File: config.mk
export PLATFORM = sky130hd
export DESIGN_NAME = ksa_sched_flat
export DESIGN_NICKNAME = d
export VERILOG_FILES = /design/src/rtl/ksa_sched_pkg.sv /design/src/rtl/ksa_sched_if.sv /design/src/rtl/ksa_sched_key_byte_sel.sv /design/src/rtl/ksa_sched.sv /design/src/flat_wrapper.sv
export SDC_FILE = /design/constraint.sdc
export NUM_CORES = 1
export LEC_CHECK = 0
export BUFFER_PORTS_ARGS = -buffer_cell sky130_fd_sc_hd__buf_4
export CAP_MARGIN = 20
export CORE_MARGIN = 2
export CORE_UTILIZATION = 32
export DETAILED_ROUTE_END_ITERATION = 7
export GPL_TIMING_DRIVEN = 0
export PLACE_DENSITY = 0.8
export RECOVER_POWER = 100
export SLEW_MARGIN = 25
export SYNTH_ARGS = -nofsm -noshare
export SYNTH_HDL_FRONTEND = slang
export SYNTH_SLANG_ARGS = --single-unit
export TNS_END_PERCENT = 1
File: constraint.sdc
create_clock -name clk -period 1.44 [get_ports clk]
set_input_delay 0.072 -clock clk [delete_from_list [all_inputs] [get_ports clk]]
set_output_delay 0.072 -clock clk [all_outputs]
set_load 0.01 [all_outputs]
File: src/rtl/ksa_sched_pkg.sv
// Shared types and constants for the ARC4 state-array scheduler.
// State encoding, default geometry and memory depth helper.
package ksa_sched_pkg;

   typedef enum logic [2:0] {
      ST_IDLE,
      ST_INIT,
      ST_RDI,
      ST_CALCJ,
      ST_RDJ,
      ST_WRJ,
      ST_WRI
   } state_e;

   localparam int unsigned DEF_DATA_W    = 8;
   localparam int unsigned DEF_KEY_BYTES = 3;

   function automatic int unsigned mem_depth(input int unsigned data_w);
      return 32'd1 << data_w;
   endfunction

endpackage

File: src/rtl/ksa_sched_if.sv
// Start handshake plus single-port S-memory bus of the scheduler.
// master = scheduler side, slave = controller/memory side.
interface ksa_sched_if
   import ksa_sched_pkg::*;
#(
   parameter int unsigned DATA_W    = DEF_DATA_W,
   parameter int unsigned KEY_BYTES = DEF_KEY_BYTES
);
   logic                          en;
   logic                          rdy;
   logic                          mode;
   logic [DATA_W*KEY_BYTES-1:0]   key;
   logic [DATA_W-1:0]             addr;
   logic [DATA_W-1:0]             wrdata;
   logic                          wren;
   logic [DATA_W-1:0]             rddata;

   modport master (
      input  en, mode, key, rddata,
      output rdy, addr, wrdata, wren
   );

   modport slave (
      output en, mode, key, rddata,
      input  rdy, addr, wrdata, wren
   );
endinterface

File: src/rtl/ksa_sched_key_byte_sel.sv
// Combinational key byte selector; byte 0 is the most significant byte.
module key_byte_sel #(
   parameter int unsigned DATA_W    = 8,
   parameter int unsigned KEY_BYTES = 3,
   parameter int unsigned KIDX_W    = 2
) (
   input  logic [DATA_W*KEY_BYTES-1:0] key,
   input  logic [KIDX_W-1:0]           kidx,
   output logic [DATA_W-1:0]           kbyte
);

   always_comb begin
      kbyte = '0;
      for (int unsigned b = 0; b < KEY_BYTES; b++) begin
         if (kidx == KIDX_W'(b)) kbyte = key[DATA_W*(KEY_BYTES-1-b) +: DATA_W];
      end
   end

endmodule

File: src/rtl/ksa_sched.sv
// ARC4 S-array scheduler: identity fill, optionally followed by the KSA swap pass.
// KSA datapath is built only when KSA_SCHED_KSA_EN is defined.
module ksa_sched
   import ksa_sched_pkg::*;
#(
   parameter int unsigned DATA_W    = DEF_DATA_W,
   parameter int unsigned KEY_BYTES = DEF_KEY_BYTES
) (
   input  logic        clk,
   input  logic        rst,
   ksa_sched_if.master bus
);

   localparam int unsigned       N    = mem_depth(DATA_W);
   localparam logic [DATA_W-1:0] LAST = DATA_W'(N - 1);

   state_e              state_q, state_d;
   logic [DATA_W-1:0]   i_q, i_d;
   logic                rdy_q, rdy_d;
   logic [DATA_W-1:0]   addr_q, addr_d;
   logic [DATA_W-1:0]   wrdata_q, wrdata_d;
   logic                wren_q, wren_d;

`ifdef KSA_SCHED_KSA_EN
   localparam int unsigned     KIDX_W = (KEY_BYTES > 1) ? $clog2(KEY_BYTES) : 1;
   localparam logic [KIDX_W-1:0] LAST_K = KIDX_W'(KEY_BYTES - 1);

   logic                        mode_q, mode_d;
   logic [DATA_W*KEY_BYTES-1:0] key_q, key_d;
   logic [DATA_W-1:0]           j_q, j_d;
   logic [DATA_W-1:0]           si_q, si_d;
   logic [KIDX_W-1:0]           kidx_q, kidx_d;
   logic [DATA_W-1:0]           kbyte;

   key_byte_sel #(
      .DATA_W   (DATA_W),
      .KEY_BYTES(KEY_BYTES),
      .KIDX_W   (KIDX_W)
   ) u_key_byte_sel (
      .key  (key_q),
      .kidx (kidx_q),
      .kbyte(kbyte)
   );
`else
   logic unused_inputs;
   assign unused_inputs = ^{bus.mode, bus.key, bus.rddata};
`endif

   always_comb begin
      state_d  = state_q;
      i_d      = i_q;
      rdy_d    = rdy_q;
      addr_d   = addr_q;
      wrdata_d = wrdata_q;
      wren_d   = 1'b0;
`ifdef KSA_SCHED_KSA_EN
      mode_d   = mode_q;
      key_d    = key_q;
      j_d      = j_q;
      si_d     = si_q;
      kidx_d   = kidx_q;
`endif
      // Outputs are registered, so each branch loads the values of the state being entered.
      case (state_q)
         ST_IDLE: begin
            rdy_d = 1'b1;
            if (bus.en) begin
               state_d  = ST_INIT;
               rdy_d    = 1'b0;
               i_d      = '0;
               addr_d   = '0;
               wrdata_d = '0;
               wren_d   = 1'b1;
`ifdef KSA_SCHED_KSA_EN
               mode_d   = bus.mode;
               key_d    = bus.key;
               j_d      = '0;
               kidx_d   = '0;
`endif
            end
         end
         ST_INIT: begin
            if (i_q == LAST) begin
`ifdef KSA_SCHED_KSA_EN
               if (mode_q) begin
                  state_d = ST_RDI;
                  i_d     = '0;
                  addr_d  = '0;
               end else
`endif
               begin
                  state_d = ST_IDLE;
                  rdy_d   = 1'b1;
               end
            end else begin
               i_d      = i_q + 1'b1;
               addr_d   = i_q + 1'b1;
               wrdata_d = i_q + 1'b1;
               wren_d   = 1'b1;
            end
         end
`ifdef KSA_SCHED_KSA_EN
         ST_RDI: state_d = ST_CALCJ;
         ST_CALCJ: begin
            si_d    = bus.rddata;
            j_d     = j_q + bus.rddata + kbyte;
            addr_d  = j_d;
            state_d = ST_RDJ;
         end
         ST_RDJ: begin
            wrdata_d = si_q;
            wren_d   = 1'b1;
            state_d  = ST_WRJ;
         end
         ST_WRJ: begin
            // S[j] is captured straight into the write-data register; it doubles as sj.
            addr_d   = i_q;
            wrdata_d = bus.rddata;
            wren_d   = 1'b1;
            state_d  = ST_WRI;
         end
         ST_WRI: begin
            kidx_d = (kidx_q == LAST_K) ? '0 : kidx_q + 1'b1;
            if (i_q == LAST) begin
               state_d = ST_IDLE;
               rdy_d   = 1'b1;
            end else begin
               i_d     = i_q + 1'b1;
               addr_d  = i_q + 1'b1;
               state_d = ST_RDI;
            end
         end
`endif
         default: state_d = ST_IDLE;
      endcase
   end

   always_ff @(posedge clk) begin
      if (rst) begin
         state_q  <= ST_IDLE;
         i_q      <= '0;
         rdy_q    <= 1'b1;
         addr_q   <= '0;
         wrdata_q <= '0;
         wren_q   <= 1'b0;
`ifdef KSA_SCHED_KSA_EN
         mode_q   <= 1'b0;
         key_q    <= '0;
         j_q      <= '0;
         si_q     <= '0;
         kidx_q   <= '0;
`endif
      end else begin
         state_q  <= state_d;
         i_q      <= i_d;
         rdy_q    <= rdy_d;
         addr_q   <= addr_d;
         wrdata_q <= wrdata_d;
         wren_q   <= wren_d;
`ifdef KSA_SCHED_KSA_EN
         mode_q   <= mode_d;
         key_q    <= key_d;
         j_q      <= j_d;
         si_q     <= si_d;
         kidx_q   <= kidx_d;
`endif
      end
   end

   assign bus.rdy    = rdy_q;
   assign bus.addr   = addr_q;
   assign bus.wrdata = wrdata_q;
   assign bus.wren   = wren_q;

endmodule

File: src/flat_wrapper.sv
// flat-port wrapper written by rule: the top's interface ports become plain ports
module ksa_sched_flat import ksa_sched_pkg::*;
#(
   parameter int unsigned DATA_W    = DEF_DATA_W,
   parameter int unsigned KEY_BYTES = DEF_KEY_BYTES
)
  (clk, rst, bus_en, bus_mode, bus_key, bus_rddata, bus_rdy, bus_addr, bus_wrdata, bus_wren);
  ksa_sched_if #(.DATA_W(DATA_W), .KEY_BYTES(KEY_BYTES)) bus_i ();
  input  logic clk;
  input  logic rst;
  input wire logic [$bits(bus_i.en)-1:0] bus_en;
  input wire logic [$bits(bus_i.mode)-1:0] bus_mode;
  input wire logic [$bits(bus_i.key)-1:0] bus_key;
  input wire logic [$bits(bus_i.rddata)-1:0] bus_rddata;
  output wire logic [$bits(bus_i.rdy)-1:0] bus_rdy;
  output wire logic [$bits(bus_i.addr)-1:0] bus_addr;
  output wire logic [$bits(bus_i.wrdata)-1:0] bus_wrdata;
  output wire logic [$bits(bus_i.wren)-1:0] bus_wren;
  assign bus_i.en = bus_en;
  assign bus_i.mode = bus_mode;
  assign bus_i.key = bus_key;
  assign bus_i.rddata = bus_rddata;
  assign bus_rdy = bus_i.rdy;
  assign bus_addr = bus_i.addr;
  assign bus_wrdata = bus_i.wrdata;
  assign bus_wren = bus_i.wren;
  ksa_sched #(.DATA_W(DATA_W), .KEY_BYTES(KEY_BYTES)) u_core (.clk(clk), .rst(rst), .bus(bus_i));
endmodule
==> out/metrics.cfg <==
[synth]
synth_fp_nets=103
yosysWarnings=0
synth_top_area_frac=0.376
synth_edf_count=0
syn_area_um2=586
yosysTopAreaCell=dfxtp_1
yosys.area_share.simple=0.256
synth-compound-area-share=0.231
synth_xor_area_frac=0
synth_top_family_by_area=simple AND/OR/NAND/NOR gates
synthAdderAreaFrac=0.0214
synth_top_flop_cell=dfxtp_1
yosysMostFrequentCell=dfxtp_1
synth.mux.area_fraction=0
synth.avg_cell_area_um2=8.87
ys_ff_latch=11
synth_cells=66
synthTopCellsByArea=dfxtp_1 38%, buf_4 10%, nand3_1 4.3%
ys_types=27
ys_seq_area_frac=0.376
netlist_top_cells_count=11 x dfxtp_1, 8 x buf_4, 5 x nand2_1, 5 x nand3_1
async_flop_share=0

[placed_design]
numPortBuffers=20
place_area_um2=772
hpwl_um=1020
place_ws_ns=-0.0459
gp_congestion=0.775
post-place-cells=111

[floorplanning]
die_x_um=46.8
initial_core_util=0.339
die_area_mm2=0.00219
rows=15
io_pins=54
design.core.area_mm2=0.00173
dieHeight_um=46.8

[power_and_ir_drop]
vdd_ir_drop_max_mv=0.482
seqPwrFrac=0.538
power_uw=601
power_leakage_uw=0.000392
clkPwrFrac=0.350
pwr-share-comb=0.112
p_per_area_mw_per_mm2=723
p_int_uw=453
p_sw_uw=148
netSwitchingFraction=0.247

[layout]
final_nets=129
final_util=0.481
instances_no_fill=116
drive_gt1_frac=0.451
area_growth_pct=41.9
diodes=0
finalInstanceArea_um2=831

[global_route]
grt_use_total=0.160
grt_pass1_wl_um=2440
grt_max_degree=10
grt_antenna_before_repair=0
grt_pass1_vias=551
overflow=0

[worst_setup_path]
cp.arrival_ns=1.53
path_class=reg -> reg
startpoint_type=flip-flop
cp-end-kind=flip-flop
worstPathRequired_ns=1.60
critPathMaxFanout=8
r2r_slack_ns=0.07

[timing]
final-hold-violation-count=0
fin_crit_ns=1.37
fin_worst_skew_ns=0.00510
rsz0062_at_grt=yes
setup_viol=0
max_slew.worst_pin.slew_ns=0.318
timing.final.crit_share=0.948
post-route-worst-setup-slack_ns=0.0747
clock.fmax_mhz=732
slew_viol_final=0
max-slew-margin-rel=0.786

[route]
wl_met3_um=100
via_per_inst=5.09
ant_nets=0
first_iter_violations=14
dr_wl_met2_um=693
drc=0
wl_met1_um=595
drt_wl_total_um=1420
highest_layer=met4
drt_first_pass_iters=4
vias=590
avgRoutedWirePerCell_um=12.2

[clocking]
root_buffer=clkbuf_4
cts_buffers=3
htree_levels=1
cts_max_path_buffers=2
cts_num_sinks=11
postCtsSetupBuffers=0
clock_latency_ns=0.27
cts_tree=done
clkSlewWorstSetupHoldPaths_ns=0.07

[min_path]
worstHoldPathType=in -> reg

[outcome]
status=completed

[flow_run]
maxCapViolations=0

power groups by stage:
stage	combinational (uW)	clock (uW)	sequential, uW
after global placement	65.5	0	331
after CTS	68.3	221	325
final	67.4	210	323
after floorplan	33.8	0	333
after detailed placement	67.4	0	331
after global routing	75.7	237	326
logic make-up after synthesis:
kind of cell               count (synthesis)
and+or+nand+nor                           27
buffers and inverters                     10
DFF                                       11
adders and majority gates                  1
AOI/OAI and AO/OA                         17
placed cells by master (no fill, tap or decap), drive strengths merged, types with 2 or more instances in the layout:
cell and instances:
o21ai 5, inv 2, a21o 3, nor3 3, nor2b 3, a211o 2, clkbuf 6, nor2 4
dfxtp 11, nor4 2, buf 26, nand3 5, nand2 5
layer usage:
metal	up-vias	global-route usage
met3	4	0.0500
met1	273	0.190
li1	287	-
met2	26	0.249
met4	0	0.100
met5	-	0
repair_timing:
action	in CTS	in global routing
pin swaps	0	1
setup endpoints to repair	7	8
resized for setup	4	6
hold buffers	0	1
gates cloned	0	0
endpoints found under the hold margin	0	1
final timing paths:
| kind | start | end | depth (start not counted) |
|---|---|---|---|
| min reg2reg | u_core.bus.rdy | u_core.bus.rdy | 2 |
| max | u_core.state_q[0] | u_core.bus.wrdata[6] | 4 |
| max reg2reg | u_core.state_q[0] | u_core.bus.wrdata[6] | 4 |
| min | rst | u_core.bus.wrdata[6] | 2 |
sequential cells by signal (all words and copies together), names as in the netlist:
name,count
u_core.bus.wrdata,8
u_core.bus.rdy,1
u_core.bus.wren,1
u_core.state_q,1
cell type report:
cell class	instances	area (um2)
Tap cell	25	31.3
Sequential cell	11	234
Inverter	2	7.51
Fill cell	176	896
Timing Repair Buffer	21	153
Clock buffer	4	26.3
Multi-Input combinational cell	45	319
Buffer	8	60.1
critical path, stage by stage (launching register included):
cell and delay (ns):
dfxtp_1 0.48, nand2_1 0.13, o32a_4 0.41, a21boi_0 0.18
a211oi_1 0.06
metrics by stage:
stage               hold slack [ns]   TNS, ns
floorplan                     0.144         0
global placement              0.293  -0.00762
detailed placement            0.296   -0.0621
CTS                         0.00221         0
global route                 0.0425         0
finish                       0.0519         0
Power figures use the tool's default switching activity.
